==> src/rtl/seq_signed_mul_pkg.sv <==
// Shared types and defaults for the sequential signed multiplier.
package seq_signed_mul_pkg;

    localparam int MUL_WIDTH = 32;

    typedef enum logic [2:0] {
        IDLE = 3'd0,
        LOAD = 3'd1,
        RUN  = 3'd2,
        FIX  = 3'd3,
        DONE = 3'd4
    } state_t;

endpackage

==> src/rtl/seq_signed_mul_if.sv <==
// Request/result bundle between the datapath and the multiplier.
interface seq_signed_mul_if
    import seq_signed_mul_pkg::*;
#(
    parameter int WIDTH = MUL_WIDTH
);

    logic                 start;
    logic [WIDTH-1:0]     a;
    logic [WIDTH-1:0]     b;
    logic                 busy;
    logic                 done;
    logic [2*WIDTH-1:0]   product;
    logic                 z;
    logic                 n;
    logic                 ovf;

    modport master (
        output start, a, b,
        input  busy, done, product, z, n, ovf
    );

    modport slave (
        input  start, a, b,
        output busy, done, product, z, n, ovf
    );

endinterface

==> src/rtl/seq_signed_mul_cond_negate.sv <==
// Two's-complement conditional negation: o_out = i_neg ? -i_in : i_in.
module cond_negate #(
    parameter int N = 32
) (
    input  logic         i_neg,
    input  logic [N-1:0] i_in,
    output logic [N-1:0] o_out
);

    assign o_out = i_neg ? (~i_in + N'(1)) : i_in;

endmodule

==> src/rtl/seq_signed_mul.sv <==
// Multi-cycle signed multiplier: magnitude shift-add over WIDTH cycles, then sign fix.
module seq_signed_mul
    import seq_signed_mul_pkg::*;
#(
    parameter int WIDTH = MUL_WIDTH
) (
    input  logic             i_clk,
    input  logic             i_rst,
    seq_signed_mul_if.slave  bus
);

    localparam int CNT_W = (WIDTH > 1) ? $clog2(WIDTH) : 1;
    localparam int PW    = 2 * WIDTH;

    state_t             r_state;
    state_t             w_next;

    logic [WIDTH-1:0]   r_a;
    logic [WIDTH-1:0]   r_b;
    logic               r_sgn;
    logic [WIDTH-1:0]   r_ma;
    logic [WIDTH-1:0]   r_mb;
    logic [PW-1:0]      r_acc;
    logic [CNT_W-1:0]   r_cnt;
    logic [PW-1:0]      r_product;
    logic               r_z;
    logic               r_n;
    logic               r_ovf;

    logic [WIDTH-1:0]   w_abs_a;
    logic [WIDTH-1:0]   w_abs_b;
    logic [PW-1:0]      w_fixed;
    logic [PW-1:0]      w_ma_wide;
    logic [PW-1:0]      w_addend;
    logic               w_last;
    logic [WIDTH:0]     w_upper;
    logic               w_z;
    logic               w_n;
    logic               w_ovf;

    cond_negate #(.N(WIDTH)) u_abs_a (
        .i_neg (r_a[WIDTH-1]),
        .i_in  (r_a),
        .o_out (w_abs_a)
    );

    cond_negate #(.N(WIDTH)) u_abs_b (
        .i_neg (r_b[WIDTH-1]),
        .i_in  (r_b),
        .o_out (w_abs_b)
    );

    cond_negate #(.N(PW)) u_sign_fix (
        .i_neg (r_sgn),
        .i_in  (r_acc),
        .o_out (w_fixed)
    );

    assign w_ma_wide = {{WIDTH{1'b0}}, r_ma};
    assign w_addend  = r_mb[r_cnt] ? (w_ma_wide << r_cnt) : '0;
    assign w_last    = (r_cnt == CNT_W'(WIDTH - 1));

    // Low half is a valid signed result only if the top WIDTH+1 bits are a pure sign extension.
    assign w_upper = w_fixed[PW-1:WIDTH-1];
    assign w_z     = (w_fixed == '0);
    assign w_n     = w_fixed[PW-1];
    assign w_ovf   = (|w_upper) && !(&w_upper);

    always_comb begin
        w_next = r_state;
        case (r_state)
            IDLE:    if (bus.start) w_next = LOAD;
            LOAD:    w_next = RUN;
            RUN:     if (w_last) w_next = FIX;
            FIX:     w_next = DONE;
            DONE:    w_next = IDLE;
            default: w_next = IDLE;
        endcase
    end

    always_ff @(posedge i_clk) begin
        if (i_rst) begin
            r_state   <= IDLE;
            r_a       <= '0;
            r_b       <= '0;
            r_sgn     <= 1'b0;
            r_ma      <= '0;
            r_mb      <= '0;
            r_acc     <= '0;
            r_cnt     <= '0;
            r_product <= '0;
            r_z       <= 1'b0;
            r_n       <= 1'b0;
            r_ovf     <= 1'b0;
        end else begin
            r_state <= w_next;
            case (r_state)
                IDLE: begin
                    if (bus.start) begin
                        r_a   <= bus.a;
                        r_b   <= bus.b;
                        r_sgn <= bus.a[WIDTH-1] ^ bus.b[WIDTH-1];
                    end
                end
                LOAD: begin
                    r_ma  <= w_abs_a;
                    r_mb  <= w_abs_b;
                    r_acc <= '0;
                    r_cnt <= '0;
                end
                RUN: begin
                    r_acc <= r_acc + w_addend;
                    r_cnt <= r_cnt + CNT_W'(1);
                end
                FIX: begin
                    r_product <= w_fixed;
                    r_z       <= w_z;
                    r_n       <= w_n;
                    r_ovf     <= w_ovf;
                end
                default: ;
            endcase
        end
    end

    assign bus.busy    = (r_state != IDLE);
    assign bus.done    = (r_state == DONE);
    assign bus.product = r_product;
    assign bus.z       = r_z;
    assign bus.n       = r_n;
    assign bus.ovf     = r_ovf;

endmodule

==> src/flat_wrapper.sv <==
// flat-port wrapper written by rule: the top's interface ports become plain ports
module seq_signed_mul_flat import seq_signed_mul_pkg::*;
#(
    parameter int WIDTH = MUL_WIDTH
)
  (i_clk, i_rst, bus_start, bus_a, bus_b, bus_busy, bus_done, bus_product, bus_z, bus_n, bus_ovf);
  seq_signed_mul_if #(.WIDTH(WIDTH)) bus_i ();
  input  logic i_clk;
  input  logic i_rst;
  input wire logic [$bits(bus_i.start)-1:0] bus_start;
  input wire logic [$bits(bus_i.a)-1:0] bus_a;
  input wire logic [$bits(bus_i.b)-1:0] bus_b;
  output wire logic [$bits(bus_i.busy)-1:0] bus_busy;
  output wire logic [$bits(bus_i.done)-1:0] bus_done;
  output wire logic [$bits(bus_i.product)-1:0] bus_product;
  output wire logic [$bits(bus_i.z)-1:0] bus_z;
  output wire logic [$bits(bus_i.n)-1:0] bus_n;
  output wire logic [$bits(bus_i.ovf)-1:0] bus_ovf;
  assign bus_i.start = bus_start;
  assign bus_i.a = bus_a;
  assign bus_i.b = bus_b;
  assign bus_busy = bus_i.busy;
  assign bus_done = bus_i.done;
  assign bus_product = bus_i.product;
  assign bus_z = bus_i.z;
  assign bus_n = bus_i.n;
  assign bus_ovf = bus_i.ovf;
  seq_signed_mul #(.WIDTH(WIDTH)) u_core (.i_clk(i_clk), .i_rst(i_rst), .bus(bus_i));
endmodule
==> config.mk <==
export PLATFORM = sky130hd
export DESIGN_NAME = seq_signed_mul_flat
export DESIGN_NICKNAME = d
export VERILOG_FILES = /design/src/rtl/seq_signed_mul_pkg.sv /design/src/rtl/seq_signed_mul_if.sv /design/src/rtl/seq_signed_mul_cond_negate.sv /design/src/rtl/seq_signed_mul.sv /design/src/flat_wrapper.sv
export SDC_FILE = /design/constraint.sdc
export NUM_CORES = 1
export LEC_CHECK = 0
export ABC_AREA = 1
export CAP_MARGIN = 10
export CORE_UTILIZATION = 45
export DETAILED_ROUTE_END_ITERATION = 8
export PLACE_DENSITY = 0.68
export REMOVE_ABC_BUFFERS = 1
export SETUP_SLACK_MARGIN = 0.1
export SYNTH_ARGS = -nofsm -noshare
export SYNTH_HDL_FRONTEND = slang
export SYNTH_HIERARCHICAL = 1
export SYNTH_SLANG_ARGS = --single-unit
==> constraint.sdc <==
create_clock -name i_clk -period 7.8 [get_ports i_clk]
set_input_delay 1.95 -clock i_clk [delete_from_list [all_inputs] [get_ports i_clk]]
set_output_delay 1.95 -clock i_clk [all_outputs]
set_load 0.005 [all_outputs]
==> out/metrics.json, run 1 <==
{
  "status": {"value": "finished, final reports clean"},
  "cts.repair.resized": {"value": 0},
  "core_area": {"value": 48800, "unit": "sq um"},
  "cts.sink_count": {"value": 267},
  "post_drt_via_cell_ratio": {"value": 5.09},
  "layout.nets": {"value": 4106},
  "crit_fanout": {"value": 42},
  "std_cell_rows": {"value": 81},
  "ctsHtreeMaxLevel": {"value": 2},
  "num_antenna_cells": {"value": 0},
  "worst_setup_path_end_kind": {"value": "flop"},
  "fraction_of_layout_instances_using_a_drive_strength_above_1": {"value": 5.08, "unit": "%"},
  "start_util": {"value": 45.5, "unit": "%"},
  "post_synth_most_frequent_cells": {"value": "1308 x sky130_fd_sc_hd__nand2_1, 536 x sky130_fd_sc_hd__inv_1, 450 x sky130_fd_sc_hd__nor2_1"},
  "overflow_left_after_global_routing": {"value": 0},
  "die-height": {"value": 224, "unit": "microns"},
  "critical-path-max-stage-delay": {"value": 800, "unit": "ps"},
  "via_count": {"value": 23700},
  "critPathRequiredTime": {"value": 8200, "unit": "ps"},
  "synthArstFlopShare": {"value": 0, "unit": "%"},
  "cts-root-to-sink-buffers": {"value": 3},
  "fp.dieW": {"value": 224, "unit": "microns"},
  "synth_edf_count": {"value": 0},
  "grt_antenna_before_repair": {"value": 0},
  "global_route.usage.total": {"value": 29.2, "unit": "%"},
  "timing.final.setup_violations": {"value": 0},
  "pre_cts_ws": {"value": 3080, "unit": "ps"},
  "slew-limit-headroom": {"value": 31.3, "unit": "%"},
  "finalSetupTns": {"value": 0, "unit": "ps"},
  "cp_num_buf_inv": {"value": 4},
  "drt-total-wl": {"value": 73200, "unit": "microns"},
  "drcViolationCount": {"value": 0},
  "timing.critical_path.cells": {"value": "buf_4 -> inv_1 -> nand3_1 -> nand3_1 -> nand2_1 -> nand2_2 -> nand2_2 -> o21ai_1 -> inv_1 -> ha_1 -> nand2_1 -> nor2_1 -> inv_1 -> nor2_1 -> nand2_1 -> nor4_1 -> nand2_1 -> nand2_1 -> nand2_1 -> nand3_1 -> a21oi_1"},
  "final-max-slew-violation-count": {"value": 0},
  "synthesized_area_per_cell": {"value": 5.66, "unit": "sq um"},
  "weighted_congestion_reported_at_the_end_of_routability_driven_placement": {"value": 1.01},
  "detail_route.iter0.violations": {"value": 1631},
  "main_area_contributors_after_synthesis": {"value": "sky130_fd_sc_hd__dfxtp_1 24%, sky130_fd_sc_hd__nand2_1 22%, sky130_fd_sc_hd__inv_1 9.1%"},
  "core_util_final": {"value": 51.4, "unit": "%"},
  "io-pin-count": {"value": 136},
  "routed_wire_length_per_instance": {"value": 15.7, "unit": "microns"},
  "p_total": {"value": 0.00464, "unit": "W"},
  "clock_latency": {"value": 560, "unit": "ps"},
  "clk_transition_reported_paths": {"value": 60, "unit": "ps"},
  "timing.critical_path.mode_cell": {"value": "sky130_fd_sc_hd__nand2_1"},
  "yosys.cell_count.top_type": {"value": "sky130_fd_sc_hd__nand2_1"},
  "timing.hold.worst_path_depth": {"value": 2},
  "tritoncts": {"value": "yes"},
  "clockRootBuffer": {"value": "sky130_fd_sc_hd__clkbuf_16"},
  "power_per_cell_area": {"value": 185, "unit": "nW/um^2"},
  "finalHoldViolCount": {"value": 0},
  "netlist.top_cell.by_area": {"value": "sky130_fd_sc_hd__dfxtp_1"},
  "detail-route-antenna-nets": {"value": 0},
  "rsz0062_at_grt": {"value": "no"},
  "hold_class": {"value": "flop to flop"},
  "yosys_register_bits": {"value": 267},
  "port_buffers": {"value": 135},
  "peakVddDrop": {"value": 0.000194, "unit": "V"},
  "synth.yosys.seq_area_share": {"value": 24.1, "unit": "%"},
  "timing.setup.critical_path_class": {"value": "flop to flop"},
  "cts.repair_timing.setup_buffer_count": {"value": 0},
  "area.sequential": {"value": 5350, "unit": "sq um"},
  "multi_input_logic_area": {"value": 14100, "unit": "sq um"},
  "area_fraction_of_the_dominant_cell_type_after_synthesis": {"value": 24.1, "unit": "%"},
  "final.hold.worst_slack": {"value": 446, "unit": "ps"},
  "fp.dieArea": {"value": 50200, "unit": "sq um"},
  "top_family_by_delay_on_critical_path": {"value": "simple AND/OR/NAND/NOR gates"},
  "cap_violations": {"value": 0},
  "grt_pass1_wl": {"value": 116000, "unit": "microns"},
  "static_leakage": {"value": 12.5, "unit": "nW"},
  "area_growth": {"value": 13.1, "unit": "%"},
  "hpwl": {"value": 57800, "unit": "microns"},
  "detail_route.first_pass.iterations": {"value": 7},
  "synthesis.instances": {"value": 3924},
  "holdBufCountCts": {"value": 0},
  "cts-buffers-inserted": {"value": 36},
  "timing.reg2reg.worst_path_depth": {"value": 21},
  "final_critical_path_setup_slack": {"value": 2930, "unit": "ps"},
  "max_clock_freq": {"value": 205, "unit": "MHz"},
  "yosysWarnings": {"value": 6},
  "mappedNetlistArea": {"value": 22200, "unit": "sq um"},
  "arrival_time_of_data_at_the_critical_path_endpoint": {"value": 5270, "unit": "ps"},
  "layout_worst_path_cycle_share": {"value": 62.5, "unit": "%"},
  "ys_types": {"value": 48},
  "n_fill_cell": {"value": 5394},
  "final_period_minus_worst_setup_slack": {"value": 4870, "unit": "ps"},
  "first_global_vias": {"value": 22000},
  "timing_worst_slew_pin_value": {"value": 1030, "unit": "ps"},
  "ys_dominant_reg_cell": {"value": "sky130_fd_sc_hd__dfxtp_1"},
  "grt_start_max_net_pins": {"value": 96},
  "critPathSlowestCell": {"value": "sky130_fd_sc_hd__inv_1"},
  "clock-skew-final": {"value": 23.2, "unit": "ps"},
  "crit_path_start_kind": {"value": "flop"},
  "critical_path_cell_count": {"value": 21}
}
==> placed cells by master (no fill, tap or decap), drive strengths merged, types with 10 or more instances in the layout <==
cell / Yosys / layout
nor2: 498 / 498
o21ai: 331 / 331
buf: 57 / 22
clkdlybuf4s50: 0 / 134
nand4: 46 / 46
xnor2: 30 / 30
nand3b: 10 / 10
a21oi: 292 / 292
nor3: 46 / 46
dfxtp: 267 / 267
inv: 550 / 553
ha: 68 / 68
clkbuf: 91 / 45
or2: 17 / 17
mux2i: 24 / 24
nor4: 17 / 17
nand2: 1329 / 1329
nand3: 200 / 200
xor2: 31 / 31
==> worst reg2reg max path, cell delays in order (launching register included) <==
cell and delay [ps]:
sky130_fd_sc_hd__dfxtp_1 290, sky130_fd_sc_hd__buf_4 240, sky130_fd_sc_hd__inv_1 810, sky130_fd_sc_hd__nand3_1 160
sky130_fd_sc_hd__nand3_1 110, sky130_fd_sc_hd__nand2_1 80, sky130_fd_sc_hd__nand2_2 300, sky130_fd_sc_hd__nand2_2 450
sky130_fd_sc_hd__o21ai_1 230, sky130_fd_sc_hd__inv_1 70, sky130_fd_sc_hd__ha_1 380, sky130_fd_sc_hd__nand2_1 110
sky130_fd_sc_hd__nor2_1 290, sky130_fd_sc_hd__inv_1 80, sky130_fd_sc_hd__nor2_1 340, sky130_fd_sc_hd__nand2_1 170
sky130_fd_sc_hd__nor4_1 220, sky130_fd_sc_hd__nand2_1 110, sky130_fd_sc_hd__nand2_1 80, sky130_fd_sc_hd__nand2_1 50
sky130_fd_sc_hd__nand3_1 70, sky130_fd_sc_hd__a21oi_1 70
==> final cells by class <==
type / instances / share of cell area (%)
flip-flops and latches: 267 / 21.3
repair buffers: 156 / 6.00
clock buffers: 45 / 3.84
inverters: 550 / 8.26
clock inverters: 20 / 1.11
multi-input cells: 2959 / 56.2
well taps: 664 / 3.31
==> kinds of logic after synthesis <==
kind of cell / after synthesis / synth area share, %
mux: 24 / 1.08
fa+ha+maj: 69 / 3.92
flops: 267 / 24.1
xor+xnor: 61 / 2.44
simple gates: 2165 / 40.9
buf+inv: 698 / 12.5
compound gates: 640 / 15.0
==> final timing paths <==
kind | from | to | slack [ps]
worst max-delay path | u_core/r_cnt[2] | u_core/r_acc[59] | 2930
worst min-delay path | u_core/r_mb[15] | u_core/r_mb[15] | 450
worst max register to register | u_core/r_cnt[2] | u_core/r_acc[59] | 2930
worst min register to register | u_core/r_mb[15] | u_core/r_mb[15] | 450
==> flip-flops by register name, summed over array words and instances (netlist names) <==
signal              count
u_core/r_mb            32
u_core/r_b             32
u_core/r_acc           64
u_core/bus.z            1
u_core/r_ma            32
u_core/r_cnt            5
u_core/bus.ovf          1
u_core/r_sgn            1
u_core/r_state          3
u_core/bus.product     64
u_core/r_a             32
==> where the power goes <==
| group | switching [W] | internal, W | total (W) |
|---|---|---|---|
| combinational | 0.000877 | 0.000438 | 0.00131 |
| sequential | 0.0000997 | 0.00149 | 0.00159 |
| clock | 0.000679 | 0.00106 | 0.00174 |
==> metal layers <==
layer | wire length, microns | part of all wire, % | vias up | global-route usage, %
met1 | 32500 | 44 | 10400 | 36.3
li1 | - | - | 12500 | -
met4 | 3850 | 5.3 | 0 | 15.7
met5 | 0 | 0 | - | 0
met3 | 3450 | 4.7 | 193 | 3.34
met2 | 33400 | 46 | 655 | 49.1
==> stage by stage <==
stage | cell area (sq um) | instances
finish | 25100 | 4661
global route | 25100 | 4661
CTS | 25100 | 4661
detailed placement | 23900 | 4596
global placement | 23900 | 4596
floorplan | 21500 | 3776
No activity file was read; power rests on OpenSTA's default activity.
==> inputs of run 2 (changes only) <==
Clock period 7.8 ns to 4.8 ns, I/O delays scaled along.
==> out/metrics.json, run 2 (synthesis results as in run 1) <==
{
  "finalHoldViolCount": {"value": 0, "change": "unchanged"},
  "cap_violations": {"value": 0, "change": "unchanged"},
  "crit_fanout": {"value": 37, "change": "-12%"},
  "die-height": {"value": 224, "unit": "microns", "change": "unchanged"},
  "grt_pass1_wl": {"value": 113000, "unit": "microns", "change": "-2.0%"},
  "clock-skew-final": {"value": 39.1, "unit": "ps", "change": "+15.9 ps"},
  "clk_transition_reported_paths": {"value": 60, "unit": "ps", "change": "about the same"},
  "port_buffers": {"value": 135, "change": "unchanged"},
  "slew-limit-headroom": {"value": 32.4, "unit": "%", "change": "+1.1 points"},
  "area_growth": {"value": 13.3, "unit": "%"},
  "tritoncts": {"value": "yes"},
  "mostFrequentLayoutCells": {"value": "1308 x sky130_fd_sc_hd__nand2_1, 535 x sky130_fd_sc_hd__inv_1, 450 x sky130_fd_sc_hd__nor2_1"},
  "power_switching": {"value": 0.00265, "unit": "W", "change": "+60%"},
  "grt_start_max_net_pins": {"value": 96, "change": "unchanged"},
  "io-pin-count": {"value": 136, "change": "unchanged"},
  "seq_power_share": {"value": 34.6, "unit": "%", "change": "+0.3 points"},
  "cts.repair_timing.setup_buffer_count": {"value": 0, "change": "unchanged"},
  "critPathRequiredTime": {"value": 5200, "unit": "ps", "change": "-3000 ps"},
  "final_cell_area": {"value": 25200, "unit": "sq um", "change": "+0.21%"},
  "layout.nets": {"value": 4112, "change": "+0.15%"},
  "power_per_cell_area": {"value": 297, "unit": "nW/um^2", "change": "+61%"},
  "start_util": {"value": 45.5, "unit": "%", "change": "unchanged"},
  "core_util_final": {"value": 51.5, "unit": "%", "change": "+0.11 points"},
  "internal_cell_power": {"value": 0.00483, "unit": "W", "change": "+62%"},
  "arrival_time_of_data_at_the_critical_path_endpoint": {"value": 4730, "unit": "ps", "change": "-540 ps"},
  "fp.dieW": {"value": 224, "unit": "microns", "change": "unchanged"},
  "final-max-slew-violation-count": {"value": 0, "change": "unchanged"},
  "finalSetupTns": {"value": 0, "unit": "ps", "change": "unchanged"},
  "clock_latency": {"value": 570, "unit": "ps", "change": "about the same"},
  "cts-buffers-inserted": {"value": 35, "change": "-2.8%"},
  "clockRootBuffer": {"value": "sky130_fd_sc_hd__clkbuf_16"},
  "post_drt_via_cell_ratio": {"value": 5.08, "change": "about the same"},
  "drt-total-wl": {"value": 71100, "unit": "microns", "change": "-2.8%"},
  "routed_wire_length_per_instance": {"value": 15.2, "unit": "microns", "change": "-2.9%"},
  "combinationalPowerShare": {"value": 28.7, "unit": "%", "change": "+0.4 points"},
  "detail_route.first_pass.iterations": {"value": 7, "change": "unchanged"},
  "detail-route-antenna-nets": {"value": 0, "change": "unchanged"},
  "grt_antenna_before_repair": {"value": 0, "change": "unchanged"},
  "layout.cells.most_common": {"value": "sky130_fd_sc_hd__nand2_1"},
  "crit_path_start_kind": {"value": "flop"},
  "num_antenna_cells": {"value": 0, "change": "unchanged"},
  "ctsHtreeMaxLevel": {"value": 2, "change": "unchanged"},
  "power.switching_fraction": {"value": 35.5, "unit": "%", "change": "-0.19 points"},
  "static_leakage": {"value": 12.5, "unit": "nW", "change": "+0.28%"},
  "peakVddDrop": {"value": 0.000236, "unit": "V", "change": "+22%"},
  "first_global_vias": {"value": 21600, "change": "-1.9%"},
  "hpwl": {"value": 56300, "unit": "microns", "change": "-2.7%"},
  "std_cell_rows": {"value": 81, "change": "unchanged"},
  "cts-root-to-sink-buffers": {"value": 3, "change": "unchanged"},
  "rsz0062_at_grt": {"value": "no"},
  "global_route.usage.total": {"value": 28.3, "unit": "%", "change": "-0.85 points"},
  "layout_worst_path_cycle_share": {"value": 90.1, "unit": "%", "change": "+28 points"},
  "cts.repair.resized": {"value": 0, "change": "unchanged"},
  "max_clock_freq": {"value": 231, "unit": "MHz", "change": "+13%"},
  "final_std_cells_w_o_fill": {"value": 4665, "change": "+0.086%"},
  "drcViolationCount": {"value": 0, "change": "unchanged"},
  "weighted_congestion_reported_at_the_end_of_routability_driven_placement": {"value": 1.04, "change": "+2.6%"},
  "placedCellCount": {"value": 4603, "change": "+0.15%"},
  "placed_area": {"value": 24000, "unit": "sq um", "change": "+0.38%"},
  "via_count": {"value": 23700, "change": "-0.013%"},
  "fraction_of_layout_instances_using_a_drive_strength_above_1": {"value": 5.12, "unit": "%", "change": "+0.045 points"},
  "overflow_left_after_global_routing": {"value": 0, "change": "unchanged"},
  "timing.setup.critical_path_class": {"value": "flop to flop"},
  "timing_worst_slew_pin_value": {"value": 1010, "unit": "ps", "change": "-17.1 ps"},
  "worst_setup_path_end_kind": {"value": "flop"},
  "timing.final.setup_violations": {"value": 0, "change": "unchanged"},
  "power_frac_clock": {"value": 36.8, "unit": "%", "change": "-0.6 points"},
  "fp.dieArea": {"value": 50200, "unit": "sq um", "change": "unchanged"},
  "holdBufCountCts": {"value": 0, "change": "unchanged"},
  "status": {"value": "finished, final reports clean"},
  "hold_class": {"value": "flop to flop"},
  "core_area": {"value": 48800, "unit": "sq um", "change": "unchanged"},
  "cts.sink_count": {"value": 267, "change": "unchanged"},
  "final_period_minus_worst_setup_slack": {"value": 4320, "unit": "ps", "change": "-549 ps"},
  "detail_route.iter0.violations": {"value": 1781, "change": "+9.2%"}
}
run 2: cell types whose count changed in the layout (fill, tap and decap cells not counted), sizes merged:
cell | before | now
buf | 22 | 29
clkbuf | 45 | 49
clkinv | 9 | 6
clkinvlp | 3 | 1
bufinv | 5 | 4
inv | 553 | 552
run 2: worst max-delay path, stage by stage, from the launching register on:
cell	delay, ps
sky130_fd_sc_hd__dfxtp_2	670
sky130_fd_sc_hd__buf_4	360
sky130_fd_sc_hd__o21ai_0	160
sky130_fd_sc_hd__mux2i_1	250
sky130_fd_sc_hd__or2_0	140
sky130_fd_sc_hd__o21ai_0	120
sky130_fd_sc_hd__mux2i_1	320
sky130_fd_sc_hd__nor2_1	80
sky130_fd_sc_hd__o21ai_0	190
sky130_fd_sc_hd__inv_1	70
sky130_fd_sc_hd__ha_1	380
sky130_fd_sc_hd__nand2_1	120
sky130_fd_sc_hd__nor2_1	220
sky130_fd_sc_hd__nand2_1	180
sky130_fd_sc_hd__nor2_1	120
sky130_fd_sc_hd__nand2_1	70
sky130_fd_sc_hd__nand3_1	220
sky130_fd_sc_hd__nand3_1	180
sky130_fd_sc_hd__nand2_1	90
sky130_fd_sc_hd__nand2_1	50
sky130_fd_sc_hd__nand3_1	60
sky130_fd_sc_hd__a21oi_1	70
run 2: final timing paths:
kind	from	slack, ps	to	cells past startpoint
max	u_core/r_cnt[0]	480	u_core/r_acc[38]	21
min	u_core/r_mb[4]	440	u_core/r_mb[4]	2
max reg2reg	u_core/r_cnt[0]	480	u_core/r_acc[38]	21
min reg2reg	u_core/r_mb[4]	440	u_core/r_mb[4]	2
run 2: power by group through the flow:
| stage | clock network (W) | logic, W | registers (W) |
|---|---|---|---|
| after detailed placement | 0 | 0.00213 | 0.00263 |
| after global placement | 0 | 0.00212 | 0.00263 |
| after global routing | 0.00291 | 0.00241 | 0.00262 |
| final | 0.00275 | 0.00214 | 0.00259 |
| after CTS | 0.00282 | 0.00214 | 0.00259 |
| after floorplan | 0 | 0.00141 | 0.00263 |
run 2: final cells by class:
class | instances | area [sq um]
inverters | 550 | 2070
fillers | 5356 | 23700
clock buffers | 49 | 988
flip-flops and latches | 267 | 5350
multi-input cells | 2959 | 14100
repair buffers | 163 | 1600
well taps | 664 | 831
clock inverters | 13 | 216
run 2: metrics by stage:
stage               setup WS (ps)  hold slack (ps)  total power [W]
CTS                           544              443          0.00755
global route                  138              466          0.00794
finish                        478              442          0.00748
global placement              585              432          0.00475
detailed placement            564              433          0.00476
floorplan                     282              422          0.00404
run 2: routing by layer:
layer / vias up / GRT usage [%] / routed length [microns]
met1: 10400 / 35.5 / 31200
met5: - / 0 / 0
li1: 12500 / - / -
met2: 668 / 47.7 / 32600
met3: 192 / 3.04 / 3620
met4: 0 / 15.0 / 3720
